==> src/rtl/riscv_muldiv_unit.sv <==
// Iterative RV32M/RV64M multiply/divide unit: radix-2 shift-add multiply and
// restoring divide on operand magnitudes, with a valid/ready handshake on each side.
module riscv_muldiv_unit #(
  parameter int unsigned XLEN       = 32,
  parameter bit          FAST_MUL   = 1'b0,
  parameter bit          EARLY_DIV0 = 1'b1
) (
  input  logic            clk_i,
  input  logic            rst_ni,
  input  logic            valid_i,
  output logic            ready_o,
  input  logic [2:0]      op_i,
  input  logic [XLEN-1:0] a_i,
  input  logic [XLEN-1:0] b_i,
  input  logic            flush_i,
  output logic            valid_o,
  input  logic            ready_i,
  output logic [XLEN-1:0] result_o,
  output logic            busy_o
);

  localparam int unsigned CW = $clog2(XLEN);

  localparam logic [2:0] OP_MUL    = 3'b000;
  localparam logic [2:0] OP_MULHSU = 3'b010;
  localparam logic [2:0] OP_MULHU  = 3'b011;
  localparam logic [2:0] OP_DIVU   = 3'b101;
  localparam logic [2:0] OP_REMU   = 3'b111;

  typedef enum logic [1:0] {S_IDLE, S_CALC, S_DONE} state_t;

  state_t            r_state;
  logic [2:0]        r_op;
  logic [XLEN-1:0]   r_a;
  logic [XLEN-1:0]   r_opnd;
  logic [XLEN-1:0]   r_hi;
  logic [XLEN-1:0]   r_lo;
  logic [CW-1:0]     r_cnt;
  logic              r_neg;
  logic              r_div0;
  logic              r_valid;
  logic [XLEN-1:0]   r_result;

  logic              w_a_signed;
  logic              w_b_signed;
  logic              w_sa;
  logic              w_sb;
  logic              w_neg;
  logic              w_is_div;
  logic              w_b_zero;
  logic [XLEN-1:0]   w_a_mag;
  logic [XLEN-1:0]   w_b_mag;
  logic [2*XLEN-1:0] w_fprod;
  logic [XLEN:0]     w_add;
  logic [XLEN-1:0]   w_mhi;
  logic [XLEN-1:0]   w_mlo;
  logic [XLEN:0]     w_shift;
  logic              w_ge;
  logic [XLEN-1:0]   w_sub;
  logic [XLEN-1:0]   w_dhi;
  logic [XLEN-1:0]   w_dlo;
  logic [XLEN-1:0]   w_fin;

  assign ready_o  = (r_state == S_IDLE);
  assign busy_o   = (r_state != S_IDLE);
  assign valid_o  = r_valid;
  assign result_o = r_result;

  // Apply the product sign and pick the low or high half.
  function automatic logic [XLEN-1:0] f_mul_sel(input logic [2:0] op,
                                                input logic [2*XLEN-1:0] prod,
                                                input logic neg);
    logic [2*XLEN-1:0] p;
    p = neg ? -prod : prod;
    return (op == OP_MUL) ? p[XLEN-1:0] : p[2*XLEN-1:XLEN];
  endfunction

  // Operand signedness and magnitudes at accept.
  always_comb begin
    w_a_signed = ~((op_i == OP_MULHU) | (op_i == OP_DIVU) | (op_i == OP_REMU));
    w_b_signed = w_a_signed & (op_i != OP_MULHSU);
    w_sa       = w_a_signed & a_i[XLEN-1];
    w_sb       = w_b_signed & b_i[XLEN-1];
    w_a_mag    = w_sa ? -a_i : a_i;
    w_b_mag    = w_sb ? -b_i : b_i;
    w_is_div   = op_i[2];
    w_b_zero   = (b_i == '0);
    // Remainder follows the dividend sign; product and quotient follow the XOR.
    w_neg      = (op_i[2] & op_i[1]) ? w_sa : (w_sa ^ w_sb);
    w_fprod    = {{XLEN{1'b0}}, w_a_mag} * {{XLEN{1'b0}}, w_b_mag};
  end

  // One shift-add multiply step and one restoring divide step.
  always_comb begin
    w_add   = {1'b0, r_hi} + (r_lo[0] ? {1'b0, r_opnd} : {(XLEN+1){1'b0}});
    w_mhi   = w_add[XLEN:1];
    w_mlo   = {w_add[0], r_lo[XLEN-1:1]};
    w_shift = {r_hi, r_lo[XLEN-1]};
    w_ge    = (w_shift >= {1'b0, r_opnd});
    w_sub   = w_shift[XLEN-1:0] - r_opnd;
    w_dhi   = w_ge ? w_sub : w_shift[XLEN-1:0];
    w_dlo   = {r_lo[XLEN-2:0], w_ge};
  end

  // Result of the final iteration, including divide-by-zero values.
  always_comb begin
    w_fin = '0;
    if (!r_op[2]) begin
      w_fin = f_mul_sel(r_op, {w_mhi, w_mlo}, r_neg);
    end else if (r_div0) begin
      w_fin = r_op[1] ? r_a : '1;
    end else if (r_op[1]) begin
      w_fin = r_neg ? -w_dhi : w_dhi;
    end else begin
      w_fin = r_neg ? -w_dlo : w_dlo;
    end
  end

  always_ff @(posedge clk_i or negedge rst_ni) begin
    if (!rst_ni) begin
      r_state  <= S_IDLE;
      r_op     <= '0;
      r_a      <= '0;
      r_opnd   <= '0;
      r_hi     <= '0;
      r_lo     <= '0;
      r_cnt    <= '0;
      r_neg    <= 1'b0;
      r_div0   <= 1'b0;
      r_valid  <= 1'b0;
      r_result <= '0;
    end else begin
      case (r_state)
        S_IDLE: begin
          r_valid <= 1'b0;
          if (valid_i && !flush_i) begin
            r_op   <= op_i;
            r_a    <= a_i;
            r_neg  <= w_neg;
            r_div0 <= w_is_div & w_b_zero;
            r_cnt  <= CW'(XLEN - 1);
            r_hi   <= '0;
            r_opnd <= w_is_div ? w_b_mag : w_a_mag;
            r_lo   <= w_is_div ? w_a_mag : w_b_mag;
            if (FAST_MUL && !w_is_div) begin
              r_state  <= S_DONE;
              r_valid  <= 1'b1;
              r_result <= f_mul_sel(op_i, w_fprod, w_neg);
            end else if (EARLY_DIV0 && w_is_div && w_b_zero) begin
              r_state  <= S_DONE;
              r_valid  <= 1'b1;
              r_result <= op_i[1] ? a_i : '1;
            end else begin
              r_state <= S_CALC;
            end
          end
        end
        S_CALC: begin
          if (flush_i) begin
            r_state <= S_IDLE;
            r_valid <= 1'b0;
          end else begin
            r_hi  <= r_op[2] ? w_dhi : w_mhi;
            r_lo  <= r_op[2] ? w_dlo : w_mlo;
            r_cnt <= r_cnt - 1'b1;
            if (r_cnt == '0) begin
              r_state  <= S_DONE;
              r_valid  <= 1'b1;
              r_result <= w_fin;
            end
          end
        end
        S_DONE: begin
          if (flush_i || ready_i) begin
            r_state <= S_IDLE;
            r_valid <= 1'b0;
          end
        end
        default: begin
          r_state <= S_IDLE;
          r_valid <= 1'b0;
        end
      endcase
    end
  end

endmodule

==> config.mk <==
export PLATFORM = sky130hd
export DESIGN_NAME = riscv_muldiv_unit
export DESIGN_NICKNAME = d
export VERILOG_FILES = /design/src/rtl/riscv_muldiv_unit.sv
export SDC_FILE = /design/constraint.sdc
export NUM_CORES = 1
export LEC_CHECK = 0
export ABC_AREA = 1
export CAP_MARGIN = 20
export CELL_PAD_IN_SITES_DETAIL_PLACEMENT = 1
export CELL_PAD_IN_SITES_GLOBAL_PLACEMENT = 1
export CORE_MARGIN = 5
export CORE_UTILIZATION = 38
export DETAILED_ROUTE_END_ITERATION = 16
export PLACE_DENSITY_LB_ADDON = 0.15
export SYNTH_ARGS = -nofsm -noshare
export SYNTH_HDL_FRONTEND = slang
export SYNTH_SLANG_ARGS = --single-unit
==> constraint.sdc <==
create_clock -name clk_i -period 3.9 [get_ports clk_i]
set_input_delay 0.39 -clock clk_i [delete_from_list [all_inputs] [get_ports clk_i]]
set_output_delay 0.39 -clock clk_i [all_outputs]
set_load 0.02 [all_outputs]
==> results.yml <==
logic_synthesis:
  ys_seq_area_share_pct: 22.4
  synth_cells: 3290
  yosys_warnings: 0
  synth_cell_types: 60
  synthArstFlopShare_pct: 100
  synth_ff_type: "dfrtp_1"
  synth_edf_count: 0
  syn_avg_cell_area_um2: 5.87
  synth_area_mm2: 0.0193
  synth_area_leader_cell: "dfrtp_1"
  syn_nets: 3435
  ys_top_cells_by_area: "dfrtp_1 (22%), nand2_1 (18%), inv_1 (8.3%), nor2_1 (7.3%), o21ai_0 (7.1%)"
  synth_commonest_cells: "nand2_1 (929), inv_1 (425), nor2_1 (376)"
  synth_most_common_cell: "nand2_1"
  ys_ff_latch: 173
  yosysTopAreaCellShare_pct: 22.4
worst_setup_path:
  cp-start-kind: "flop"
  end_kind: "flop"
  critical_path_required_ps: 4320
  reg2reg_depth: 23
  critPathMaxFanout: 8
  r2r-start: "r_hi[21]"
  cp-startpoint: "r_hi[21]"
  path_class: "reg -> reg"
  critPathArrivalTime_ps: 4380
  r2r_slack_ps: -60
  r2r_end: "result_o[30]"
clocking:
  clkTransAtPathRegs_ps: 80
  cts_max_path_buffers: 2
  clk_latency_ps: 530
  cts_tree: "yes"
  clk_root_buffer_cell: "clkbuf_16"
  cts_buffers: 17
  htree_levels: 4
  cts_num_sinks: 173
status:
  outcome: "finished with violations"
  violations: "setup timing"
sta:
  hold_viol_final: 0
  worst_slew_pin_slew_ps: 1120
  setup_violations: 2
  layout_setup_ws_ps: -62.2
  slew_violations: 0
  layout_min_cycle_time_ps: 3960
  timing.slew.headroom_pct: 25.1
  fmax_mhz: 252
  finalCritPeriodShare_pct: 102
  worst_clock_skew_ps: 16.9
drt:
  drt_pass1_iterations: 6
  routed_wl_mm: 114
  ant_nets: 0
  vias: 25500
  via_per_inst: 5.97
  drtIter0Drc: 3052
  wl_per_cell_um: 26.7
  drc: 0
final_layout:
  n_antenna_cell: 0
  fillCellCount: 6852
  final_util_pct: 49.3
  layout-drive-gt1-share_pct: 17.8
  area_delta_synth_final_pct: 28.4
  layout.nets: 3728
floorplan:
  start_util_pct: 38.4
  dieArea_mm2: 0.0554
  die_h_um: 235
  ios: 107
  core_mm2: 0.0503
  rows: 82
  die_x_um: 235
grt:
  grt_pass1_vias: 25300
  overflow: 0
  antenna_found_initial: 0
  grt_max_degree: 89
  grt_usage_pct: 38.6
  grt_pass1_wl_mm: 163
flow_run:
  max_cap_viol_count: 0
place:
  portBuffers: 106
  hpwl_mm: 89.9
  place.gp.congestion: 1.13
min_path:
  hold_class: "in -> async"
-- layout make-up --
cell class                 instances  area (um2)  area share (%)
multi-input combinational       2538       13800            55.8
sequential                       173        4360            17.6
timing repair buffer             406        3430            13.8
inverter                         447        1680            6.79
tap                              672         841            3.39
clock buffer                      17         425            1.72
clock inverter                    15         224           0.903
-- cells by family after synthesis --
family          count (synthesis)  share of synthesized area, %
fa+ha+maj                      73                          4.81
compound gates                671                          19.8
buf+inv                       579                          11.6
flops                         173                          22.4
xor+xnor                      110                          4.99
simple gates                 1684                          36.4
-- how the worst max path moves through the flow --
stage                   end  slack, ps
2_1_floorplan  result_o[24]        640
3_5_place_dp   result_o[16]       -320
4_1_cts        result_o[16]       -0.7
3_3_place_gp   result_o[16]       -200
6_report       result_o[30]        -60
5_1_grt        result_o[28]       -160
-- sequential cells by signal (all words and copies together), names as in the netlist --
register	cells
r_op	3
r_a	32
r_opnd	32
r_cnt	5
r_div0	1
r_state	2
r_hi	32
result_o	32
r_lo	32
valid_o	1
r_neg	1
-- per-stage QoR --
stage	instance area (um2)	hold slack (ps)	std cells	setup slack [ps]	setup TNS (ps)
final	24800	427	4268	-62.2	-87.5
after global routing	24800	473	4268	-160	-1810
after CTS	23600	432	4232	-0.737	-0.737
after detailed placement	22700	413	4197	-318	-5100
after global placement	22700	417	4197	-205	-2570
after floorplan	19300	94.4	3290	642	0
-- cell usage in the layout (no fill, tap or decap), types with 32 or more instances in the layout --
cell             synthesis  routed
nand2_2                 12      65
ha_4                     0      37
inv_2                   15      33
dfrtp_1                173     148
nor3_1                  40      32
clkdlybuf4s50_1          0     105
nand3_1                228     215
nand2_1                929     871
buf_4                    1     290
inv_1                  425     407
o211ai_1                38      38
nor2_1                 376     330
a31oi_1                 38      37
a21oi_1                209     194
nand4_1                 41      41
xor2_1                  93      91
nor2_2                  10      48
o21ai_0                275     268
-- critical path, cell delays in order (launching register included) --
cell	delay [ps]
dfrtp_2	530
ha_4	350
nand2_1	120
nor2_2	170
nand2_1	110
nor2_2	160
nand2_1	130
nand2_2	100
nor2_4	60
nand2_4	130
buf_4	200
nand3_1	300
nand2_1	260
nand2_1	90
nor2_2	170
nand4_1	190
nand2_2	160
nand3_1	90
nand3_1	150
nand2_1	70
nand2_1	70
nand3_1	100
nand2_1	110
nand2_1	50
-- routing by layer --
metal  vias to the layer above  track usage, %  part of all wire [%]
li1                      11300               -                     -
met2                      1437            60.0                    44
met4                         0            23.6                   7.9
met3                       376            6.29                   8.8
met1                     12400            50.2                    40
met5                         -               0                     0
-- what timing repair did --
item | CTS | global route
hold endpoints to repair | 54 | 0
cloned | 0 | 0
hold buffers | 1 | 0
endpoints found under the setup margin | 29 | 29
buffers inserted | 2 | 36
resized for setup | 49 | 232
pin swaps | 4 | 32
Power is left out: the tool's default activity adds up to more than one toggle a clock period on the data nets, which glitch-free logic cannot reach.
